File: src/rtl/pipe_skid_stage.sv
`default_nettype none
// ============================================================================
// Module   : pipe_skid_stage
// Purpose  : Elastic pipeline-stage register with a one-entry skid buffer.
//            Carries a DATA_W payload over a valid/ready handshake with a
//            fully registered in_ready at full throughput. Flush squashes
//            every held and incoming beat and drives FLUSH_VAL on out_data.
//            Saturating counters track stalled cycles and flushed beats.
// Ports    : clk, rst (async, active-high)
//            flush                          - synchronous squash
//            in_valid / in_ready / in_data  - upstream handshake
//            out_valid / out_ready / out_data - downstream handshake
//            stall_cnt                      - cycles with out_valid && !out_ready
//            flush_cnt                      - valid beats discarded by flush
// Revision : 1.0 - initial release
// ============================================================================
module pipe_skid_stage #(
    parameter int                DATA_W    = 64,
    parameter logic [DATA_W-1:0] FLUSH_VAL = '0,
    parameter int                CNT_W     = 16
) (
    input  logic              clk,
    input  logic              rst,
    input  logic              flush,
    input  logic              in_valid,
    output logic              in_ready,
    input  logic [DATA_W-1:0] in_data,
    output logic              out_valid,
    input  logic              out_ready,
    output logic [DATA_W-1:0] out_data,
    output logic [CNT_W-1:0]  stall_cnt,
    output logic [CNT_W-1:0]  flush_cnt
);

    localparam int               c_sum_w   = CNT_W + 1;
    localparam logic [CNT_W-1:0] c_cnt_max = {CNT_W{1'b1}};

    logic              out_valid_q,  out_valid_d;
    logic [DATA_W-1:0] out_data_q,   out_data_d;
    logic              skid_valid_q, skid_valid_d;
    logic [DATA_W-1:0] skid_data_q,  skid_data_d;
    logic              in_ready_q,   in_ready_d;
    logic [CNT_W-1:0]  stall_cnt_q,  stall_cnt_d;
    logic [CNT_W-1:0]  flush_cnt_q,  flush_cnt_d;

    logic              w_acc;
    logic              w_emt;
    logic [1:0]        w_held;
    logic [1:0]        w_flush_add;
    logic [c_sum_w-1:0] w_stall_sum;
    logic [c_sum_w-1:0] w_flush_sum;

    assign w_acc = in_valid && in_ready_q;
    assign w_emt = out_valid_q && out_ready;

    // Beats lost to a flush: held entries not emitted this cycle plus any
    // beat accepted in the same cycle. Never exceeds 2 because an accept
    // cannot happen while both entries are held.
    assign w_held      = {1'b0, out_valid_q} + {1'b0, skid_valid_q};
    assign w_flush_add = w_held - {1'b0, w_emt} + {1'b0, w_acc};

    assign w_stall_sum = {1'b0, stall_cnt_q} + c_sum_w'(out_valid_q && !out_ready);
    assign w_flush_sum = {1'b0, flush_cnt_q} + c_sum_w'(w_flush_add);

    always_comb begin
        out_valid_d  = out_valid_q;
        out_data_d   = out_data_q;
        skid_valid_d = skid_valid_q;
        skid_data_d  = skid_data_q;
        stall_cnt_d  = stall_cnt_q;
        flush_cnt_d  = flush_cnt_q;

        if (w_stall_sum > {1'b0, c_cnt_max}) begin
            stall_cnt_d = c_cnt_max;
        end else begin
            stall_cnt_d = w_stall_sum[CNT_W-1:0];
        end

        if (flush) begin
            out_valid_d  = 1'b0;
            out_data_d   = FLUSH_VAL;
            skid_valid_d = 1'b0;
            if (w_flush_sum > {1'b0, c_cnt_max}) begin
                flush_cnt_d = c_cnt_max;
            end else begin
                flush_cnt_d = w_flush_sum[CNT_W-1:0];
            end
        end else begin
            // State is encoded by {main valid, skid valid}.
            case ({out_valid_q, skid_valid_q})
                2'b00: begin
                    if (w_acc) begin
                        out_valid_d = 1'b1;
                        out_data_d  = in_data;
                    end
                end
                2'b10: begin
                    if (w_acc && w_emt) begin
                        out_data_d = in_data;
                    end else if (w_acc) begin
                        skid_valid_d = 1'b1;
                        skid_data_d  = in_data;
                    end else if (w_emt) begin
                        // Data is left as-is; only the valid bit drops.
                        out_valid_d = 1'b0;
                    end
                end
                2'b11: begin
                    if (w_emt) begin
                        out_data_d   = skid_data_q;
                        skid_valid_d = 1'b0;
                    end
                end
                default: begin
                    // Skid-only occupancy cannot be reached; hold state.
                end
            endcase
        end

        // Registered ready: deassert exactly when the next state is FULL.
        in_ready_d = !(out_valid_d && skid_valid_d);
    end

    always_ff @(posedge clk or posedge rst) begin
        if (rst) begin
            out_valid_q  <= 1'b0;
            out_data_q   <= FLUSH_VAL;
            skid_valid_q <= 1'b0;
            skid_data_q  <= '0;
            in_ready_q   <= 1'b1;
            stall_cnt_q  <= '0;
            flush_cnt_q  <= '0;
        end else begin
            out_valid_q  <= out_valid_d;
            out_data_q   <= out_data_d;
            skid_valid_q <= skid_valid_d;
            skid_data_q  <= skid_data_d;
            in_ready_q   <= in_ready_d;
            stall_cnt_q  <= stall_cnt_d;
            flush_cnt_q  <= flush_cnt_d;
        end
    end

    assign in_ready  = in_ready_q;
    assign out_valid = out_valid_q;
    assign out_data  = out_data_q;
    assign stall_cnt = stall_cnt_q;
    assign flush_cnt = flush_cnt_q;

endmodule
`default_nettype wire

File: config.mk
export PLATFORM = sky130hd
export DESIGN_NAME = pipe_skid_stage
export DESIGN_NICKNAME = d
export VERILOG_FILES = /design/src/rtl/pipe_skid_stage.sv
export SDC_FILE = /design/constraint.sdc
export NUM_CORES = 1
export LEC_CHECK = 0
export ABC_AREA = 1
export BUFFER_PORTS_ARGS = -buffer_cell sky130_fd_sc_hd__clkbuf_2
export CAP_MARGIN = 10
export CORE_MARGIN = 2
export CORE_UTILIZATION = 45
export DETAILED_ROUTE_END_ITERATION = 12
export GPL_TIMING_DRIVEN = 0
export PLACE_DENSITY = 0.76
export SETUP_SLACK_MARGIN = 0.5
export SYNTH_ARGS = -nofsm -noshare
export SYNTH_HDL_FRONTEND = slang
export SYNTH_SLANG_ARGS = --single-unit
export TNS_END_PERCENT = 100
File: constraint.sdc
create_clock -name clk -period 11.1 [get_ports clk]
set_input_delay 2.22 -clock clk [delete_from_list [all_inputs] [get_ports clk]]
set_output_delay 2.22 -clock clk [all_outputs]
set_load 0.02 [all_outputs]
Word level (Yosys, flattened, before mapping)
Index checks and enable logic that the tools add are counted.
Word-level totals
  output and inout port bits: 98
  register bits: 163
  logic and storage cells: 50
  input bits: 69
Operators by class
  add/sub/neg operators: 5
  eq/ne operators: 5
  magnitude comparators: 2
  mux-type cells: 18
  bitwise operators: 2
  reductions and logical operators: 11
Operators with widths (number)
  $mux 64: 4
  $pmux 64 s3: 1
  $gt 17x16->1 const B: 2
  $mux 16: 2
  $add 16x1->17: 1
  $add 16x2->17: 1
  $mux 1: 9
  $ne 3x3->1 const B: 3
  $reduce_and 4->1: 2
  $logic_and 1x1->1: 5
  $eq 2x2->1 const B: 2
  $pmux 1 s2: 2
  $reduce_bool 4->1: 1
  $add 1x1->2: 1
  $add 2x1->2: 1
  $logic_not 1->1: 2
  $logic_not 2->1: 1
  $not 1->1: 2
  $sub 2x1->2: 1

Depth between registers and ports, before layout
Gate-level depths: netlist of the first run.
  depth in word-level cells: 8
  depth in mapped cells: 17
  depth with buffers taken out: 17

Least setup slack after synthesis of the first run
Ideal clock, no wire load.
  path type: input port to flip-flop
  start: in out_ready
  end: reg flush_cnt_q[1] (netlist: flush_cnt[1])
  buffers on the path: 0
  arrival: 4446 ps
  required time: 11023 ps
  setup slack: 6578 ps
  cell stages on the path: 15
  path through: nand2_1 inv_1 ha_1 fa_1 inv_1 ha_1 inv_1 fa_1 nor2_2 nand2_1 nor2_4 inv_2 nand2_1 nand2_1 o21ai_1
On the way
  cells in the longest elaborated chain, start to end: 6
Ends and longest elaborated chain
  from (decl): line 29  | input logic out_ready,
  $logic_and 1x1->1 *: line 54  | assign w_emt = out_valid_q && out_ready;
  $sub 2x1->2 *: line 60  | assign w_flush_add = w_held - {1'b0, w_emt} + {1'b0, w_acc};
  $add 2x1->2 *: line 60
  $add 16x2->17 *: line 63  | assign w_flush_sum = {1'b0, flush_cnt_q} + c_sum_w'(w_flush_add);
  $gt 17x16->1: line 83  | if (w_flush_sum > {1'b0, c_cnt_max}) begin
  $mux 16 *: line 83
  to (signal assigned): line 140  | flush_cnt_q <= flush_cnt_d;
  to (decl): line 44  | logic [CNT_W-1:0] flush_cnt_q, flush_cnt_d;
Mark *: on every way between the ends. The rest lies on a longest branch, timed or not.
A chain may end at the register's enable or synchronous reset.

Worst setup path in the final report of the first run
  start: in out_ready
  end: reg flush_cnt_q[12] (netlist: flush_cnt[12])
Same word-level chain as after synthesis.

==> flow_metrics.env, run 1 <==
export IMPL_grt_pass1_vias=6515
export IMPL_synth_compound_area_share=0.1922
export IMPL_critPathArrivalTime_ns=4.90
export IMPL_synth_simple_gate_area_frac=0.1500
export IMPL_yosysMostFrequentCell="nand2_1"
export IMPL_clk_latency_ns=0.42
export IMPL_setup_violations_final=0
export IMPL_num_nets_final=1171
export IMPL_drt_pre_antenna_iters=4
export IMPL_standard_cell_row_count=48
export IMPL_cts_repair_timing_setup_buffer_count=0
export IMPL_layout_filler_cells=1599
export IMPL_postSynthCellCount=908
export IMPL_critical_path_class="in2reg"
export IMPL_synth_async_reset_ratio=1.000
export IMPL_worst_hold_startpoint="skid_data_q[31]$_DFFE_PP0P_"
export IMPL_layout_cell_area_non_filler_sq_um=9503
export IMPL_antennaDiodeCount=0
export IMPL_ctsHtreeMaxLevel=4
export IMPL_cts_buffers_inserted=17
export IMPL_via_count=6649
export IMPL_top_level_ports=167
export IMPL_cp_max_fo=9
export IMPL_worst_ep_required_time_ns=11.44
export IMPL_synth_area_mux_share=0
export IMPL_globalplace_congestion=0.8517
export IMPL_die_width_microns=135.6
export IMPL_seq_area_frac_synth=0.5233
export IMPL_placedInstanceArea_sq_um=8945
export IMPL_finalClockSkew_ns=0.01398
export IMPL_areaGrowthSynthToFinish_pct=21.87
export IMPL_dpl_wire_length_microns=13960
export IMPL_die_height_microns=135.6
export IMPL_outcome="finished clean"
export IMPL_core_area_sq_um=17120
export IMPL_residual_drc=0
export IMPL_mapped_avg_cell_area_sq_um=8.588
export IMPL_place_detailed_instances=1300
export IMPL_grt_pass1_wl_microns=31750
export IMPL_portbufs=166
export IMPL_min_delay_path_class="reg2reg"
export IMPL_finalCriticalPeriod_ns=4.560
export IMPL_post_synth_xor_area_fraction=0.01797
export IMPL_dominantRegCellSynth="dfrtp_1"
export IMPL_synth_seq_cells=163
export IMPL_post_synth_fa_ha_maj_area_fraction=0.01476
export IMPL_crit_reg2reg_launch="out_valid$_DFF_PP0_"
export IMPL_max_slew_margin=0.5401
export IMPL_initial_core_util=0.4556
export IMPL_final_antenna_net_count=0
export IMPL_clock_sink_count=163
export IMPL_routed_via_density=4.992
export IMPL_share_of_final_layout_standard_cells_stronger_than_drive_strength_1=0.2538
export IMPL_maximum_number_of_pins_on_one_net_before_global_route_repair=95
export IMPL_synth_top_area_frac=0.5199
export IMPL_mappedNetlistNets=985
export IMPL_cp_start_kind="primary input"
export IMPL_post_synth_num_cell_types=33
export IMPL_critical_path_startpoint="out_ready"
export IMPL_yosysWarningCount=0
export IMPL_vdd_ir_drop_worst_v=0.0001121
export IMPL_fin_crit_sh=0.4108
export IMPL_detail_route_iter0_violations=291
export IMPL_clkSlewWorstSetupHoldPaths_ns=0.07
export IMPL_powerDensity_nw_per_um2=174.9
export IMPL_finish_cell_count_without_fillers=1332
export IMPL_track_usage=0.2176
export IMPL_die_area_sq_um=18400
export IMPL_cts_resized_gates=0
export IMPL_cts_hold_buf=0
export IMPL_routed_wire_length_per_instance_microns=14.42
export IMPL_clock_tree_from_tritoncts="done"
export IMPL_synth_top_cells_by_area="dfrtp_1 52%, nand2_1 11%, o21ai_0 7.6%"
export IMPL_timing_fmax_mhz=219.3
export IMPL_netlist_area_sq_um=7797
export IMPL_worstMarginPinSlew_ns=0.6898
export IMPL_timing_final_max_slew_violations=0
export IMPL_rsz0062_at_grt="false"
export IMPL_clk_root_buffer_cell="clkbuf_16"
export IMPL_timing_hold_violations_final=0
export IMPL_total_leakage_power_nw=4.977
export IMPL_synth_edff_count=0
export IMPL_globalRouteOverflowTotal=0
export IMPL_main_combinational_cell_family_by_area_after_synthesis="compound AO/OA/AOI/OAI gates"
export IMPL_critPathCaptureType="flop"
export IMPL_max_cap_violations=0
export IMPL_cts_root_to_sink_buffers=2
export IMPL_synthDominantAreaCellType="dfrtp_1"
export IMPL_route_final_wire_length_microns=19210
export IMPL_initial_antenna_violation_count=1
export IMPL_post_synth_most_frequent_cells="234 x nand2_1, 162 x dfrtp_1, 131 x inv_1"
export IMPL_final_setup_tns_ns=0
[through the flow]
stage | total power (W) | setup WS [ns] | hold slack, ns | utilization
finish | 0.001662 | 6.540 | 0.4835 | 0.5552
global route | 0.001756 | 6.306 | 0.5051 | 0.5552
CTS | 0.001677 | 6.544 | 0.4875 | 0.5552
detailed placement | 0.001114 | 6.108 | 0.4697 | 0.5226
global placement | 0.001096 | 2.593 | 0.4616 | 0.5205
floorplan | 0.0009977 | 4.477 | 0.4479 | -
[routing by layer]
metal,track usage,up-vias,part of all wire
li1,-,3303,-
met1,0.2885,3148,0.44
met2,0.3549,183,0.48
met3,0.05986,15,0.064
met4,0.05440,0,0.011
met5,0,-,0
[kinds of logic (layout without fill, tap and decap cells)]
group           count (synthesis)  in the layout
compound gates                245            245
buf+inv                       186            385
fa+ha+maj                       8              8
xor+xnor                       16             16
simple gates                  290            290
flops                         163            163
[power breakdown]
group	leakage [nW]	internal, W	switching, W
logic	2.58	0.000125	0.000207
registers	2.12	0.000698	0.0000724
clock network	0.271	0.000300	0.000260
total	4.98	0.00112	0.000539
[path summary, 6_finish.rpt]
path | to | slack, ns | depth (start not counted)
setup reg to reg | flush_cnt[12]$_DFFE_PP0P_ | 7.94 | 15
min in group asynchronous | out_data[31]$_DFFE_PP0P_ | 1.83 | 2
hold / removal | skid_data_q[31]$_DFFE_PP0P_ | 0.48 | 2
max in group asynchronous | in_ready$_DFF_PP1_ | 8.43 | 3
hold reg to reg | skid_data_q[31]$_DFFE_PP0P_ | 0.48 | 2
setup / recovery | flush_cnt[12]$_DFFE_PP0P_ | 6.54 | 16
[worst max-delay path, cell delays in order]
cell and delay (ns):
clkbuf_2 0.12, nand2_1 0.09, inv_1 0.05, ha_1 0.30, fa_1 0.45, inv_1 0.07
ha_1 0.15, inv_1 0.06, fa_1 0.43, nor2_2 0.23, nand2_1 0.15, nor2_4 0.23
inv_2 0.13, nand2_1 0.08, nand2_1 0.04, o21ai_1 0.09
[cells in the final DEF, fill, tap and decap left out, types with 17 or more instances in the layout]
cell type / Yosys / final
o21ai_2: 22 / 22
o22ai_1: 36 / 36
dfrtp_1: 162 / 162
clkbuf_1: 21 / 21
a21oi_2: 20 / 20
o21ai_0: 118 / 118
clkbuf_16: 0 / 17
inv_1: 131 / 130
o211ai_1: 28 / 28
nor2_1: 21 / 21
nand2_1: 234 / 234
clkbuf_2: 0 / 166
[area by class of cell]
| type | instances | area (sq um) | share of cell area |
|---|---|---|---|
| plain buffers | 50 | 282.8 | 0.02976 |
| clock buffers | 18 | 439.2 | 0.04621 |
| clock inverters | 14 | 118.9 | 0.01251 |
| inverters | 136 | 518.0 | 0.05451 |
| multi-input cells | 559 | 2924 | 0.3077 |
| flip-flops and latches | 163 | 4080 | 0.4294 |
| well taps | 225 | 281.5 | 0.02962 |
| repair buffers | 167 | 858.3 | 0.09032 |
[registers in the layout, indices dropped and copies added (netlist names)]
register	cells
skid_valid_q	1
stall_cnt	16
out_data	64
in_ready	1
out_valid	1
flush_cnt	16
skid_data_q	64
Power figures use the tool's default switching activity.
==> inputs of run 2 (changes only) <==
--- a/config.mk
+++ b/config.mk
@@ -5,7 +5,7 @@
 export SDC_FILE = /design/constraint.sdc
 export NUM_CORES = 1
 export LEC_CHECK = 0
-export ABC_AREA = 1
+export ABC_AREA = 0
 export BUFFER_PORTS_ARGS = -buffer_cell sky130_fd_sc_hd__clkbuf_2
 export CAP_MARGIN = 10
 export CORE_MARGIN = 2
==> constraint.sdc (replaced) <==
create_clock -name clk -period 4.7 [get_ports clk]
set_input_delay 0.94 -clock clk [delete_from_list [all_inputs] [get_ports clk]]
set_output_delay 0.94 -clock clk [all_outputs]
set_load 0.02 [all_outputs]
==> run 2 against run 1 <==
First-iteration DRC count up 18%. Combinational power is 130% higher. Flip-flop and latch count stayed put. Critical endpoint is now flush_cnt[14]$_DFFE_PP0P_. Synthesized cell count down 24%. Critical path type is now reg2reg. Largest power group unchanged. Clock power up 140%.
==> flow_metrics.env, run 2 <==
export IMPL_outcome="finished clean"
export IMPL_power_combinational_fraction=0.195
export IMPL_crit_slowest_cell="fa_1"
export IMPL_min_delay_path_class="reg2reg"
export IMPL_critPathCaptureType="flop"
export IMPL_globalRouteOverflowTotal=0
export IMPL_clkSlewWorstSetupHoldPaths_ns=0.07
export IMPL_ctsHtreeMaxLevel=4
export IMPL_post_synth_xor_area_fraction=0.01422
export IMPL_r2r_setup_slack_ns=0.85
export IMPL_finalCriticalPeriod_ns=3.855
export IMPL_r2r_end="flush_cnt[14]$_DFFE_PP0P_"
export IMPL_final_setup_tns_ns=0
export IMPL_num_nets_final=953
export IMPL_areaGrowthSynthToFinish_pct=23.65
export IMPL_post_synth_most_frequent_cells="162 x dfrtp_1, 95 x nand2_1, 74 x nor2_1"
export IMPL_critical_path_top_delay_family="adder cells"
export IMPL_detail_route_iter0_violations=344
export IMPL_critical_path_class="reg2reg"
export IMPL_synth_async_reset_ratio=1.000
export IMPL_grt_pass1_vias=6065
export IMPL_routed_wire_length_per_instance_microns=17.17
export IMPL_max_slew_margin=0.6150
export IMPL_grt_pass1_wl_microns=30840
export IMPL_timing_fmax_mhz=259.4
export IMPL_mapped_avg_cell_area_sq_um=10.74
export IMPL_setup_violations_final=0
export IMPL_portbufs=165
export IMPL_layout_filler_cells=1407
export IMPL_seq_area_frac_synth=0.5521
export IMPL_die_width_microns=132.2
export IMPL_yosysMostFrequentCell="dfrtp_1"
export IMPL_powerDensity_nw_per_um2=434.8
export IMPL_dpl_wire_length_microns=13450
export IMPL_vdd_ir_drop_worst_v=0.0002514
export IMPL_post_synth_fa_ha_maj_area_fraction=0.01557
export IMPL_track_usage=0.2219
export IMPL_synth_compound_area_share=0.09802
export IMPL_dominantRegCellSynth="dfrtp_1"
export IMPL_netlist_area_sq_um=7391
export IMPL_final_antenna_net_count=0
export IMPL_hold_end="skid_data_q[48]$_DFFE_PP0P_"
export IMPL_main_combinational_cell_family_by_area_after_synthesis="simple AND/OR/NAND/NOR gates"
export IMPL_fin_crit_sh=0.8201
export IMPL_maximum_number_of_pins_on_one_net_before_global_route_repair=41
export IMPL_cts_root_to_sink_buffers=2
export IMPL_synth_area_mux_share=0.1067
export IMPL_synth_seq_cells=163
export IMPL_leading_cell_type_in_the_layout_fill_and_taps_excluded="clkbuf_2"
export IMPL_timing_final_max_slew_violations=0
export IMPL_initial_core_util=0.4636
export IMPL_finish_cell_count_without_fillers=1105
export IMPL_cp_max_fo=10
export IMPL_standard_cell_row_count=46
export IMPL_max_cap_violations=0
export IMPL_core_area_sq_um=15940
export IMPL_yosysWarningCount=0
export IMPL_crit_path_cell_trace="buf_2 > clkbuf_2 > nand2_1 > inv_1 > ha_1 > fa_1 > xnor2_1 > inv_1 > fa_1 > nor3_2 > nor3b_1 > mux2_1"
export IMPL_clk_latency_ns=0.43
export IMPL_r2r_worst_path_cells=12
export IMPL_route_final_wire_length_microns=18980
export IMPL_final_cell_mix="166 x clkbuf_2, 162 x dfrtp_1, 95 x nand2_1, 74 x nor2_1, 73 x nand3_1"
export IMPL_cts_repair_timing_setup_buffer_count=0
export IMPL_share_of_final_layout_standard_cells_stronger_than_drive_strength_1=0.2745
export IMPL_drt_pre_antenna_iters=6
export IMPL_via_count=6019
export IMPL_worst_hold_startpoint="skid_data_q[48]$_DFFE_PP0P_"
export IMPL_die_height_microns=132.2
export IMPL_antennaDiodeCount=0
export IMPL_hold_worst_slack_ns=0.4893
export IMPL_top_level_ports=167
export IMPL_power_net_switching_w=0.001245
export IMPL_clock_tree_from_tritoncts="done"
export IMPL_internal_power_w=0.002729
export IMPL_synthDominantAreaCellType="dfrtp_1"
export IMPL_timing_hold_worst_path_depth=1
export IMPL_clock_sink_count=163
export IMPL_mappedNetlistNets=765
export IMPL_worst_ep_required_time_ns=5.01
export IMPL_postLayoutCoreUtil=0.5732
export IMPL_clkPwrFrac=0.338
export IMPL_crit_reg2reg_launch="out_valid$_DFF_PP0_"
export IMPL_initial_antenna_violation_count=0
export IMPL_worstMarginPinSlew_ns=0.5763
export IMPL_clk_root_buffer_cell="clkbuf_16"
export IMPL_critPathArrivalTime_ns=4.17
export IMPL_cp_num_buf_inv=4
export IMPL_sw_frac_of_total=0.3133
export IMPL_post_synth_num_cell_types=41
export IMPL_postSynthCellCount=688
export IMPL_cp_slowest_stage_delay_ns=0.49
export IMPL_finalClockSkew_ns=0.008262
export IMPL_power_share_sequential=0.467
export IMPL_total_leakage_power_nw=4.395
export IMPL_cts_hold_buf=0
export IMPL_timing_hold_violations_final=0
export IMPL_die_area_sq_um=17460
export IMPL_place_detailed_instances=1073
export IMPL_rsz0062_at_grt="false"
export IMPL_cp_start_kind="flop"
export IMPL_synth_edff_count=0
export IMPL_cts_buffers_inserted=17
export IMPL_globalplace_congestion=0.8289
export IMPL_synth_top_area_frac=0.5485
export IMPL_synth_simple_gate_area_frac=0.1713
export IMPL_residual_drc=0
export IMPL_routed_via_density=5.447
export IMPL_synth_top_cells_by_area="dfrtp_1 55%, mux2_1 9.6%, a311oi_1 7.6%"
run 2: cell count changes after synthesis, moves of 8 or more:
cell,change
a31oi_1,+8
o21ai_2,-22
o21ai_1,-11
a311oi_1,+64
inv_1,-117
o22ai_1,-36
nor2_1,+53
nand3_1,+57
mux2_1,+63
o211ai_1,-28
xor2_1,-10
nand2_1,-139
a21oi_2,-20
o21ai_0,-115
run 2: metal layers:
metal  wire length (microns)  GRT usage  vias to the layer above
li1                        -          -                     2840
met1                    8379     0.2960                     2951
met2                    9020     0.3455                      196
met3                    1047    0.05152                       32
met4                     527     0.1027                        0
met5                       0          0                        -
run 2: per-stage QoR:
stage               total power [W]  cell area, sq um  worst slack, ns
detailed placement         0.002657              8571           0.6237
global placement           0.002612              8491           0.6348
floorplan                  0.002352              7395            1.210
global route               0.004164              9139           0.5958
CTS                        0.004005              9138           0.6184
finish                     0.003974              9139           0.8454
run 2: worst reg2reg max path, cell delays in order (launching register included):
cell and delay (ns):
dfrtp_1 0.43, buf_2 0.31, clkbuf_2 0.32, nand2_1 0.11, inv_1 0.06, ha_1 0.24
fa_1 0.41, xnor2_1 0.22, inv_1 0.09, fa_1 0.49, nor3_2 0.43, nor3b_1 0.27
mux2_1 0.35
run 2: worst max path at each step:
stage | start | to | cells past startpoint
2_1_floorplan | out_valid$_DFF_PP0_ | flush_cnt[14]$_DFFE_PP0P_ | 12
3_3_place_gp | rst | skid_data_q[6]$_DFFE_PP0P_ | 2
3_5_place_dp | out_valid$_DFF_PP0_ | flush_cnt[14]$_DFFE_PP0P_ | 12
4_1_cts | out_valid$_DFF_PP0_ | flush_cnt[14]$_DFFE_PP0P_ | 12
5_1_grt | out_valid$_DFF_PP0_ | flush_cnt[14]$_DFFE_PP0P_ | 12
6_report | out_valid$_DFF_PP0_ | flush_cnt[14]$_DFFE_PP0P_ | 12
run 2: what timing repair did:
action,in CTS,in global routing
resized for setup,0,1
endpoints found under the hold margin,0,0
setup endpoints to repair,0,7
run 2: cell families (layout without fill, tap and decap cells):
family | Yosys count | in the layout
and+or+nand+nor | 277 | 277
DFF | 163 | 163
muxes | 70 | 70
adders and majority gates | 8 | 8
AOI/OAI and AO/OA | 92 | 92
xor gates and xnor gates | 12 | 12
buffers and inverters | 66 | 267
run 2: power by group through the flow:
stage | Clock (W) | Combinational, W | Sequential, W
2_1_floorplan | 0 | 0.000390 | 0.00196
3_3_place_gp | 0 | 0.000748 | 0.00186
3_5_place_dp | 0 | 0.000783 | 0.00187
4_1_cts | 0.00137 | 0.000787 | 0.00185
5_1_grt | 0.00142 | 0.000853 | 0.00189
6_report | 0.00134 | 0.000776 | 0.00185
run 2: cell type report:
type | instances | area, sq um | area share
inverter | 14 | 56.30 | 0.006161
sequential | 163 | 4080 | 0.4465
timing repair buffer | 169 | 905.9 | 0.09912
buffer | 52 | 260.3 | 0.02848
tap | 216 | 270.3 | 0.02957
clock inverter | 13 | 123.9 | 0.01355
clock buffer | 19 | 442.9 | 0.04847
multi-input combinational | 459 | 2999 | 0.3282
==> inputs of run 3 (changes only) <==
--- a/config.mk
+++ b/config.mk
@@ -12,7 +12,7 @@
 export CORE_UTILIZATION = 45
 export DETAILED_ROUTE_END_ITERATION = 12
 export GPL_TIMING_DRIVEN = 0
-export PLACE_DENSITY = 0.76
+export PLACE_DENSITY = 0.79
 export SETUP_SLACK_MARGIN = 0.5
 export SYNTH_ARGS = -nofsm -noshare
 export SYNTH_HDL_FRONTEND = slang
==> constraint.sdc (replaced) <==
create_clock -name clk -period 3.5 [get_ports clk]
set_input_delay 0.7 -clock clk [delete_from_list [all_inputs] [get_ports clk]]
set_output_delay 0.7 -clock clk [all_outputs]
set_load 0.02 [all_outputs]
==> run 3 against run 2 <==
Hold slack lost 0.23 ns. Clock-buffer cell count grew 2. Die area is the same. Fmax grew 28%. Routed wire length grew 1.4%. Utilization grew 1.5 points. Power grew 36%. Critical path type unchanged. Largest cell class unchanged.
==> flow_metrics.env, run 3 (same netlist as run 2, synthesis figures left out) <==
export IMPL_clk_latency_ns=0.43
export IMPL_detail_route_iter0_violations=379
export IMPL_share_of_final_layout_standard_cells_stronger_than_drive_strength_1=0.3037
export IMPL_placedInstanceArea_sq_um=8628
export IMPL_final_antenna_net_count=0
export IMPL_leading_cell_type_in_the_layout_fill_and_taps_excluded="clkbuf_2"
export IMPL_timing_fmax_mhz=331.5
export IMPL_rsz0062_at_grt="true"
export IMPL_die_height_microns=132.2
export IMPL_grt_pass1_vias=6157
export IMPL_min_delay_path_class="in2async"
export IMPL_portbufs=165
export IMPL_critPathCaptureType="flop"
export IMPL_layout_filler_cells=1367
export IMPL_grt_pass1_wl_microns=31570
export IMPL_r2r_end="flush_cnt[13]$_DFFE_PP0P_"
export IMPL_die_width_microns=132.2
export IMPL_cts_hold_buf=0
export IMPL_vdd_ir_drop_worst_v=0.0003613
export IMPL_areaGrowthSynthToFinish_pct=26.87
export IMPL_max_slew_margin=0.5707
export IMPL_via_count=6160
export IMPL_worstMarginPinSlew_ns=0.6440
export IMPL_finish_cell_count_without_fillers=1115
export IMPL_layout_cell_area_non_filler_sq_um=9376
export IMPL_globalRouteOverflowTotal=0
export IMPL_initial_core_util=0.4636
export IMPL_multiInputGateArea_sq_um=3123
export IMPL_clkSlewWorstSetupHoldPaths_ns=0.06
export IMPL_cts_root_to_sink_buffers=2
export IMPL_num_nets_final=963
export IMPL_r2r_setup_slack_ns=0.48
export IMPL_ctsHtreeMaxLevel=4
export IMPL_critical_path_class="reg2reg"
export IMPL_max_cap_violations=0
export IMPL_routed_wire_length_per_instance_microns=17.25
export IMPL_top_level_ports=167
export IMPL_r2r_worst_path_cells=15
export IMPL_clk_root_buffer_cell="clkbuf_16"
export IMPL_worst_ep_required_time_ns=3.86
export IMPL_clock_tree_from_tritoncts="done"
export IMPL_drt_pre_antenna_iters=5
export IMPL_critPathArrivalTime_ns=3.38
export IMPL_dpl_wire_length_microns=13300
export IMPL_powerDensity_nw_per_um2=576.0
export IMPL_timing_hold_violations_final=0
export IMPL_outcome="finished clean"
export IMPL_initial_antenna_violation_count=0
export IMPL_total_leakage_power_nw=4.465
export IMPL_setup_violations_final=0
export IMPL_clock_sink_count=163
export IMPL_track_usage=0.2269
export IMPL_cp_max_fo=4
export IMPL_core_area_sq_um=15940
export IMPL_maximum_number_of_pins_on_one_net_before_global_route_repair=42
export IMPL_fin_crit_sh=0.8618
export IMPL_cts_buffers_inserted=17
export IMPL_hold_worst_slack_ns=0.2595
export IMPL_finalCriticalPeriod_ns=3.016
export IMPL_standard_cell_row_count=46
export IMPL_timing_final_max_slew_violations=0
export IMPL_cp_start_kind="flop"
export IMPL_postLayoutCoreUtil=0.5881
export IMPL_die_area_sq_um=17460
export IMPL_globalplace_congestion=0.8503
export IMPL_finalClockSkew_ns=0.008552
export IMPL_final_setup_tns_ns=0
export IMPL_residual_drc=0
export IMPL_final_cell_mix="165 x clkbuf_2, 160 x dfrtp_1, 94 x nand2_1, 74 x nor2_1, 73 x nand3_1"
export IMPL_routed_via_density=5.525
export IMPL_antennaDiodeCount=0
export IMPL_route_final_wire_length_microns=19230
export IMPL_crit_reg2reg_launch="out_valid$_DFF_PP0_"
export IMPL_place_detailed_instances=1073
export IMPL_seqCellArea_sq_um=4083
[run 3: cell types whose count changed in the layout (fill, tap and decap cells not counted), moves of 3 or more]
cell	before	now
buf_4	12	21
mux2_4	0	5
a31oi_1	8	5
buf_2	15	12
buf_6	0	3
clkinvlp_4	3	6
inv_1	13	10
inv_6	4	1
mux2_2	7	4
[run 3: how the worst max path moves through the flow]
| stage | startpoint | end | slack (ns) |
|---|---|---|---|
| finish | out_valid$_DFF_PP0_ | flush_cnt[13]$_DFFE_PP0P_ | 0.48 |
| global route | out_valid$_DFF_PP0_ | flush_cnt[13]$_DFFE_PP0P_ | 0.37 |
| CTS | out_valid$_DFF_PP0_ | flush_cnt[15]$_DFFE_PP0P_ | 0.49 |
| detailed placement | out_ready | flush_cnt[12]$_DFFE_PP0P_ | 0.12 |
| global placement | rst | out_valid$_DFF_PP0_ | -0.55 |
| floorplan | out_valid$_DFF_PP0_ | flush_cnt[5]$_DFFE_PP0P_ | 0.50 |
[run 3: metrics by stage]
step	total power, W	worst slack, ns
final	0.005401	0.4837
after global routing	0.005673	0.3689
after CTS	0.005410	0.4918
after detailed placement	0.003586	0.1197
after global placement	0.003528	-0.5490
after floorplan	0.003176	0.5008
[run 3: cell type report]
type,count,area share
Sequential cell,163,0.4354
Clock inverter,11,0.01108
Tap cell,216,0.02882
Buffer,52,0.03123
Multi-Input combinational cell,459,0.3331
Timing Repair Buffer,179,0.1050
Clock buffer,21,0.04911
Inverter,14,0.006272
[run 3: critical path, stage by stage (launching register included)]
cell	delay (ns)
dfrtp_2	0.42
buf_8	0.13
buf_8	0.11
nand2_4	0.07
inv_4	0.04
ha_4	0.25
fa_2	0.43
inv_2	0.08
ha_4	0.13
inv_2	0.03
fa_2	0.37
and4b_1	0.26
nand4b_1	0.22
buf_4	0.24
nand2_1	0.06
mux2_4	0.13
[run 3: metal layers]
| layer | vias to the layer above | global-route usage | routed length, microns |
|---|---|---|---|
| met5 | - | 0 | 0 |
| met4 | 0 | 0.08031 | 388 |
| met3 | 28 | 0.05921 | 1189 |
| met2 | 181 | 0.3611 | 9191 |
| met1 | 3097 | 0.3015 | 8463 |
| li1 | 2854 | - | - |
[run 3: power breakdown]
part | leakage [nW] | internal, W | total (W) | switching, W
Sequential | 2.08 | 0.00224 | 0.00250 | 0.000259
Combinational | 2.13 | 0.000469 | 0.00112 | 0.000650
Clock | 0.262 | 0.00102 | 0.00179 | 0.000769
Total | 4.47 | 0.00372 | 0.00540 | 0.00168
[run 3: timing repair]
item                                    CTS  global route
gates resized for setup                  12            12
hold endpoints to repair                  0             0
buffers inserted                          8             1
gates cloned                              1             0
endpoints found under the setup margin   15            15
pin swaps                                 8             4
